`src/rtl/ddr_cmd_sequencer_pkg.sv`:
```
// Shared definitions for the DDR command sequencer: host FILE_CMD codes, DDR bus
// encodings, sequencer states and the per-command beat helpers.
package ddr_cmd_sequencer_pkg;

    typedef logic       ulogic1;
    typedef logic [2:0] ulogic3;
    typedef logic [3:0] ulogic4;

    localparam int ROW_WIDTH  = 13;
    localparam int COL_WIDTH  = 10;
    localparam int BANK_WIDTH = 2;

    typedef enum ulogic3 {
        FC_NOP1 = 3'd0,
        FC_SCR  = 3'd1,
        FC_SCW  = 3'd2,
        FC_BLR  = 3'd3,
        FC_BLW  = 3'd4,
        FC_ATR  = 3'd5,
        FC_ATW  = 3'd6,
        FC_NOP2 = 3'd7
    } file_cmd_e;

    // {CS#,RAS#,CAS#,WE#}
    typedef enum ulogic4 {
        NOP_DDR      = 4'b0111,
        DDR_ACTIVATE = 4'b0011,
        DDR_READ     = 4'b0101,
        DDR_WRITE    = 4'b0100,
        DDR_PRECHRG  = 4'b0010
    } ddr_cmd_e;

    typedef enum ulogic4 {
        ST_IDLE     = 4'd0,
        ST_ACT      = 4'd1,
        ST_WAIT_RCD = 4'd2,
        ST_COL      = 4'd3,
        ST_WAIT_COL = 4'd4,
        ST_WAIT_PRE = 4'd5,
        ST_PRE      = 4'd6,
        ST_WAIT_RP  = 4'd7
    } seq_state_e;

    function automatic ulogic1 is_access(file_cmd_e c);
        case (c)
            FC_SCR, FC_SCW, FC_BLR, FC_BLW, FC_ATR, FC_ATW: return 1'b1;
            default:                                        return 1'b0;
        endcase
    endfunction

    function automatic ulogic1 is_block(file_cmd_e c);
        return (c == FC_BLR) || (c == FC_BLW);
    endfunction

    function automatic ulogic1 is_atomic(file_cmd_e c);
        return (c == FC_ATR) || (c == FC_ATW);
    endfunction

    // Direction of a column beat; atomics swap direction on their second beat.
    function automatic ulogic1 beat_is_write(file_cmd_e c, ulogic1 second);
        case (c)
            FC_SCW, FC_BLW: return 1'b1;
            FC_ATR:         return second;
            FC_ATW:         return !second;
            default:        return 1'b0;
        endcase
    endfunction

endpackage

```
`src/rtl/ddr_cmd_sequencer_timing_counter.sv`:
```
// Shared wait-state down-counter: loads a value, counts to zero, flags done at zero.
// done_o is combinational from the count register; a load takes effect next cycle.
module ddr_timing_counter #(
    parameter int unsigned WIDTH = 4
) (
    input  logic             clk_i,
    input  logic             reset_i,
    input  logic             load_i,
    input  logic [WIDTH-1:0] load_val_i,
    output logic             done_o
);

    logic [WIDTH-1:0] cnt_q;

    always_ff @(posedge clk_i) begin
        if (reset_i) begin
            cnt_q <= '0;
        end else if (load_i) begin
            cnt_q <= load_val_i;
        end else if (cnt_q != '0) begin
            cnt_q <= cnt_q - 1'b1;
        end
    end

    assign done_o = (cnt_q == '0);

endmodule

```
`src/rtl/ddr_cmd_sequencer.sv`:
```
// Closed-page DDR sequencer: one host request -> ACTIVATE, column command(s), PRECHRG.
// All outputs registered; req_ready stays low from acceptance until tRP after PRECHRG.
module ddr_cmd_sequencer
    import ddr_cmd_sequencer_pkg::*;
#(
    parameter int unsigned T_RCD     = 3,
    parameter int unsigned T_CCD     = 4,
    parameter int unsigned T_RTP     = 2,
    parameter int unsigned T_WR      = 3,
    parameter int unsigned T_RP      = 3,
    parameter int unsigned T_RTW     = 4,
    parameter int unsigned BLOCK_LEN = 4
) (
    input  logic                  clk_i,
    input  logic                  reset_i,
    input  logic                  req_valid_i,
    output logic                  req_ready_o,
    input  logic [2:0]            req_cmd_i,
    input  logic [BANK_WIDTH-1:0] req_bank_i,
    input  logic [ROW_WIDTH-1:0]  req_row_i,
    input  logic [COL_WIDTH-1:0]  req_col_i,
    input  logic [15:0]           req_data_i,
    output logic [3:0]            ddr_cmd_o,
    output logic [BANK_WIDTH-1:0] ddr_ba_o,
    output logic [ROW_WIDTH-1:0]  ddr_addr_o,
    output logic [15:0]           ddr_wdata_o,
    output logic                  ddr_wvalid_o
);

    localparam int CNT_W = 4;

    seq_state_e            state_q;
    file_cmd_e             cmd_q;
    logic [BANK_WIDTH-1:0] bank_q;
    logic [COL_WIDTH-1:0]  col_q;
    logic [15:0]           data_q;
    logic [2:0]            beat_q;
    logic                  last_q;
    logic                  ready_q;
    ddr_cmd_e              ddr_cmd_q;
    logic [BANK_WIDTH-1:0] ddr_ba_q;
    logic [ROW_WIDTH-1:0]  ddr_addr_q;
    logic [15:0]           ddr_wdata_q;
    logic                  ddr_wvalid_q;

    file_cmd_e            req_cmd_e;
    logic                 accept;
    logic                 col_go;
    logic                 pre_go;
    logic                 cur_wr;
    logic                 last_beat;
    logic [2:0]           beats_m1;
    logic [COL_WIDTH-1:0] col_step;
    logic [15:0]          data_step;
    logic                 cnt_load;
    logic [CNT_W-1:0]     cnt_val;
    logic                 cnt_done;

    assign req_cmd_e = file_cmd_e'(req_cmd_i);

    // Each wait counter is loaded on the edge that issues its anchoring command.
    always_comb begin
        accept    = (state_q == ST_IDLE) && ready_q && req_valid_i;
        col_go    = ((state_q == ST_WAIT_RCD) || (state_q == ST_WAIT_COL)) && cnt_done;
        pre_go    = (state_q == ST_WAIT_PRE) && cnt_done;
        beats_m1  = 3'd0;
        if (is_block(cmd_q)) begin
            beats_m1 = 3'(BLOCK_LEN - 1);
        end else if (is_atomic(cmd_q)) begin
            beats_m1 = 3'd1;
        end
        last_beat = (beat_q == beats_m1);
        cur_wr    = beat_is_write(cmd_q, beat_q[0]);
        col_step  = is_block(cmd_q) ? COL_WIDTH'(8) : '0;
        data_step = is_block(cmd_q) ? 16'd1 : 16'd0;
        cnt_load  = 1'b0;
        cnt_val   = '0;
        if (accept && is_access(req_cmd_e)) begin
            cnt_load = 1'b1;
            cnt_val  = CNT_W'(T_RCD - 1);
        end else if (col_go) begin
            cnt_load = 1'b1;
            if (last_beat) begin
                cnt_val = cur_wr ? CNT_W'(T_WR - 1) : CNT_W'(T_RTP - 1);
            end else begin
                cnt_val = is_atomic(cmd_q) ? CNT_W'(T_RTW - 1) : CNT_W'(T_CCD - 1);
            end
        end else if (pre_go) begin
            cnt_load = 1'b1;
            cnt_val  = CNT_W'(T_RP - 1);
        end
    end

    ddr_timing_counter #(.WIDTH(CNT_W)) u_timer (
        .clk_i      (clk_i),
        .reset_i    (reset_i),
        .load_i     (cnt_load),
        .load_val_i (cnt_val),
        .done_o     (cnt_done)
    );

    always_ff @(posedge clk_i) begin
        if (reset_i) begin
            state_q      <= ST_IDLE;
            ready_q      <= 1'b0;
            cmd_q        <= FC_NOP1;
            bank_q       <= '0;
            col_q        <= '0;
            data_q       <= '0;
            beat_q       <= '0;
            last_q       <= 1'b0;
            ddr_cmd_q    <= NOP_DDR;
            ddr_ba_q     <= '0;
            ddr_addr_q   <= '0;
            ddr_wdata_q  <= '0;
            ddr_wvalid_q <= 1'b0;
        end else begin
            ddr_cmd_q    <= NOP_DDR;
            ddr_ba_q     <= '0;
            ddr_addr_q   <= '0;
            ddr_wdata_q  <= '0;
            ddr_wvalid_q <= 1'b0;
            case (state_q)
                ST_IDLE: begin
                    // NOP requests and unknown codes are consumed here with one idle cycle.
                    ready_q <= 1'b1;
                    if (accept) begin
                        ready_q <= 1'b0;
                        cmd_q   <= req_cmd_e;
                        bank_q  <= req_bank_i;
                        col_q   <= req_col_i;
                        data_q  <= req_data_i;
                        beat_q  <= '0;
                        if (is_access(req_cmd_e)) begin
                            state_q    <= ST_ACT;
                            ddr_cmd_q  <= DDR_ACTIVATE;
                            ddr_ba_q   <= req_bank_i;
                            ddr_addr_q <= req_row_i;
                        end
                    end
                end
                ST_ACT: state_q <= ST_WAIT_RCD;
                ST_WAIT_RCD, ST_WAIT_COL: begin
                    if (col_go) begin
                        state_q      <= ST_COL;
                        ddr_cmd_q    <= cur_wr ? DDR_WRITE : DDR_READ;
                        ddr_ba_q     <= bank_q;
                        ddr_addr_q   <= {{(ROW_WIDTH - COL_WIDTH){1'b0}}, col_q};
                        ddr_wdata_q  <= cur_wr ? data_q : '0;
                        ddr_wvalid_q <= cur_wr;
                        col_q        <= col_q + col_step;
                        data_q       <= data_q + data_step;
                        beat_q       <= beat_q + 1'b1;
                        last_q       <= last_beat;
                    end
                end
                ST_COL: state_q <= last_q ? ST_WAIT_PRE : ST_WAIT_COL;
                ST_WAIT_PRE: begin
                    if (pre_go) begin
                        state_q   <= ST_PRE;
                        ddr_cmd_q <= DDR_PRECHRG;
                        ddr_ba_q  <= bank_q;
                    end
                end
                ST_PRE: state_q <= ST_WAIT_RP;
                ST_WAIT_RP: begin
                    if (cnt_done) begin
                        state_q <= ST_IDLE;
                        ready_q <= 1'b1;
                    end
                end
                default: state_q <= ST_IDLE;
            endcase
        end
    end

    assign req_ready_o  = ready_q;
    assign ddr_cmd_o    = ddr_cmd_q;
    assign ddr_ba_o     = ddr_ba_q;
    assign ddr_addr_o   = ddr_addr_q;
    assign ddr_wdata_o  = ddr_wdata_q;
    assign ddr_wvalid_o = ddr_wvalid_q;

    a_cmd_known: assert property (@(posedge clk_i) disable iff (reset_i)
        accept |-> !$isunknown(req_cmd_i));

endmodule

```
`config.mk`:
```
export PLATFORM = sky130hd
export DESIGN_NAME = ddr_cmd_sequencer
export DESIGN_NICKNAME = d
export VERILOG_FILES = /design/src/rtl/ddr_cmd_sequencer_pkg.sv /design/src/rtl/ddr_cmd_sequencer_timing_counter.sv /design/src/rtl/ddr_cmd_sequencer.sv
export SDC_FILE = /design/constraint.sdc
export NUM_CORES = 1
export LEC_CHECK = 0
export CAP_MARGIN = 10
export CORE_ASPECT_RATIO = 0.7
export CORE_UTILIZATION = 45
export DETAILED_ROUTE_END_ITERATION = 8
export HOLD_SLACK_MARGIN = 0.06
export PLACE_DENSITY_LB_ADDON = 0.2
export SLEW_MARGIN = 20
export SYNTH_ARGS = -nofsm -noshare
export SYNTH_HDL_FRONTEND = slang
export SYNTH_SLANG_ARGS = --single-unit
export TNS_END_PERCENT = 1
```
`constraint.sdc`:
```
create_clock -name clk_i -period 5.1 [get_ports clk_i]
set_input_delay 0.765 -clock clk_i [delete_from_list [all_inputs] [get_ports clk_i]]
set_output_delay 0.765 -clock clk_i [all_outputs]
set_load 0.02 [all_outputs]
```
==> results.sh <==
export IMPL_rows=26
export IMPL_grtUsageTotal_pct=23.0
export IMPL_dr_first_iter_drc_count=268
export IMPL_r2r_cells=7
export IMPL_fill_cells=671
export IMPL_clock_sinks=78
export IMPL_timing_fmax_mhz=331
export IMPL_synth_seq_cells=78
export IMPL_grt_pass1_wl_um=14800
export IMPL_crit_path_top_delay_cell="nor3_2"
export IMPL_synth_cell_types=58
export IMPL_fin_tns_setup_ns=0
export IMPL_crit_type="reg2reg"
export IMPL_min_period_over_period_pct=59.2
export IMPL_post_cts_buffers=0
export IMPL_synth_seq_area_share_pct=44.1
export IMPL_crit_path_end_kind="flop"
export IMPL_grt_start_max_net_pins=50
export IMPL_path_buf_inv=1
export IMPL_setup_ws_ns=2.08
export IMPL_area_delta_synth_final_pct=30.6
export IMPL_tritoncts="done"
export IMPL_worst_slew_pin_slew_ns=1.08
export IMPL_setup_viol=0
export IMPL_dieArea_um2=8220
export IMPL_synth_cells=412
export IMPL_rr_startpoint="u_timer.cnt_q[0]$_SDFFE_PP0P_"
export IMPL_synth_edff_count=0
export IMPL_max_slew_margin_rel_pct=27.8
export IMPL_cts_max_level=3
export IMPL_antenna_found_initial=0
export IMPL_cts_hold_buffers=0
export IMPL_cp_max_fo=15
export IMPL_gp_congestion=0.873
export IMPL_critPathMaxStageDelay_ns=0.83
export IMPL_reg2reg_to="ddr_wdata_o[11]$_SDFF_PP0_"
export IMPL_drv_slew=0
export IMPL_cts_resized=0
export IMPL_insertion_delay_ns=0.35
export IMPL_pre_cts_ws_ns=2.10
export IMPL_drtPass1Iterations=4
export IMPL_die_w_um=108
export IMPL_ys_flop_type="dfxtp_1"
export IMPL_nets=531
export IMPL_grt_pass1_vias=3060
export IMPL_max_cap_viol_count=0
export IMPL_layout_commonest_cell="clkdlybuf4s50_1"
export IMPL_rsz0062_at_grt="false"
export IMPL_worstHoldStart="data_q[12]$_SDFFE_PP0P_"
export IMPL_post_dp_hpwl_um=6310
export IMPL_ff2ff_setup_slack_ns=2.08
export IMPL_clock_skew_ns=0.00750
export IMPL_viasPerCell=5.60
export IMPL_async_reset_ff_share_pct=0
export IMPL_finalHoldViolations=0
export IMPL_netlist_area_um2=3540
export IMPL_worstPathRequired_ns=5.39
export IMPL_grt_ovfl_total=0
export IMPL_syn_area_per_cell_um2=8.59
export IMPL_final_cell_mix="clkdlybuf4s50_1, dfxtp_1, nor2_1"
export IMPL_ys_warn_count=0
export IMPL_wire_per_inst_um=15.4
export IMPL_cts_buffers=9
export IMPL_final_util_pct=62.0
export IMPL_wirelength_um=8950
export IMPL_worstSetupStartpointType="flop"
export IMPL_clkSlewWorstSetupHoldPaths_ns=0.08
export IMPL_coreArea_um2=7450
export IMPL_outcome="finished, final reports clean"
export IMPL_vias=3250
export IMPL_crit_chain="inv_1 > ha_1 > or3b_1 > nor3_2 > nand2b_1 > nor2_1 > and2_1"
export IMPL_peakVddDrop_mv=0.332
export IMPL_start_util_pct=47.5
export IMPL_holdPathEnd="data_q[12]$_SDFFE_PP0P_"
export IMPL_antenna_left=0
export IMPL_powerDensity_nw_per_um2=520
export IMPL_hold_path_depth=2
export IMPL_path_delay_family="simple AND/OR/NAND/NOR gates"
export IMPL_die_h_um=76.2
export IMPL_synth_net_count=466
export IMPL_io_pins=84
export IMPL_final_min_clock_period_ns=3.02
export IMPL_drive_gt1_share_pct=6.02
export IMPL_drc=0
export IMPL_cts_root_buf="clkbuf_8"
export IMPL_cp_arrival_ns=3.31
export IMPL_io_buffers=82
export IMPL_diodes=0
export IMPL_leakage_nw=1.64
export IMPL_hold_class="reg2reg"
export IMPL_cts_buffer_depth=2
-- cell usage after synthesis, types with 9 or more instances --
cell type | number | share of area (%)
clkbuf_1 | 17 | 1.8
inv_1 | 11 | 1.2
a21oi_1 | 25 | 3.5
buf_2 | 11 | 1.6
a22oi_1 | 14 | 3.0
and2_1 | 16 | 2.8
nand3_1 | 11 | 1.6
nor3_1 | 16 | 2.3
nor2_1 | 50 | 5.3
dfxtp_1 | 78 | 44
nand2_1 | 37 | 3.9
o21ai_0 | 13 | 1.8
a311oi_1 | 10 | 2.5
mux2i_1 | 9 | 2.5
-- how the worst max path moves through the flow --
stage | from | slack (ns) | cells after the start | end
6_report | u_timer.cnt_q[0]$_SDFFE_PP0P_ | 2.08 | 7 | ddr_wdata_o[11]$_SDFF_PP0_
5_1_grt | u_timer.cnt_q[0]$_SDFFE_PP0P_ | 1.79 | 7 | ddr_wdata_o[14]$_SDFF_PP0_
4_1_cts | u_timer.cnt_q[0]$_SDFFE_PP0P_ | 2.07 | 7 | ddr_wdata_o[11]$_SDFF_PP0_
3_5_place_dp | u_timer.cnt_q[0]$_SDFFE_PP0P_ | 2.10 | 7 | ddr_wdata_o[13]$_SDFF_PP0_
3_3_place_gp | req_valid_i | 2.20 | 6 | u_timer.cnt_q[0]$_SDFFE_PP0P_
2_1_floorplan | cmd_q[0]$_SDFFE_PP0P_ | 2.91 | 10 | data_q[10]$_SDFFE_PP0P_
-- stage by stage --
stage                     total power [mW]  area [µm²]  hold WS [ns]  instances
after floorplan                       1.56        3540         0.437        412
after global placement                1.77        4360         0.449        564
after detailed placement              1.81        4360         0.467        564
after CTS                             2.40        4620         0.478        580
after global routing                  2.57        4620         0.505        580
final                                 2.40        4620         0.479        580
-- cell type report --
class                      count  area (µm²)  area share (%)
clock inverter                 6         134            2.90
inverter                      11        41.3           0.894
sequential                    78        1560            33.8
timing repair buffer          84         831            18.0
clock buffer                  10         128            2.76
tap                           98         123            2.66
multi-input combinational    293        1800            39.0
-- routing by layer --
layer	vias to the layer above	wire length (µm)	track usage, %
li1	1611	-	-
met1	1500	4210	32.9
met2	119	3770	32.7
met3	20	761	7.44
met4	0	206	6.99
met5	-	0	0
-- cell families (layout without fill, tap and decap cells) --
group	after synthesis	after routing	synth area share, %
simple gates	166	166	23.4
fa+ha+maj	7	7	2.48
xor+xnor	8	8	1.98
flops	78	78	44.1
mux	9	9	2.55
buf+inv	41	111	4.95
compound gates	102	102	20.4
other cells	1	1	0.106
-- power by group --
group,switching (mW),internal [mW],leakage (nW)
registers,0.164,0.748,0.634
logic,0.527,0.367,0.875
clock network,0.223,0.375,0.130
-- flip-flops by register name (all words and copies together), names as in the netlist --
name	flops
data_q	16
ddr_wdata_o	16
ddr_addr_o	13
col_q	10
u_timer.cnt_q	4
beat_q	3
cmd_q	3
ddr_cmd_o	3
state_q	3
bank_q	2
ddr_ba_o	2
ddr_wvalid_o	1
last_q	1
req_ready_o	1
-- tightest hold or removal path, cell delays in order, from the launching register on --
cell	delay, ns
dfxtp_1	0.33
nand2_1	0.06
a21oi_1	0.05
Note: power is estimated with default switching activity, not from simulation.
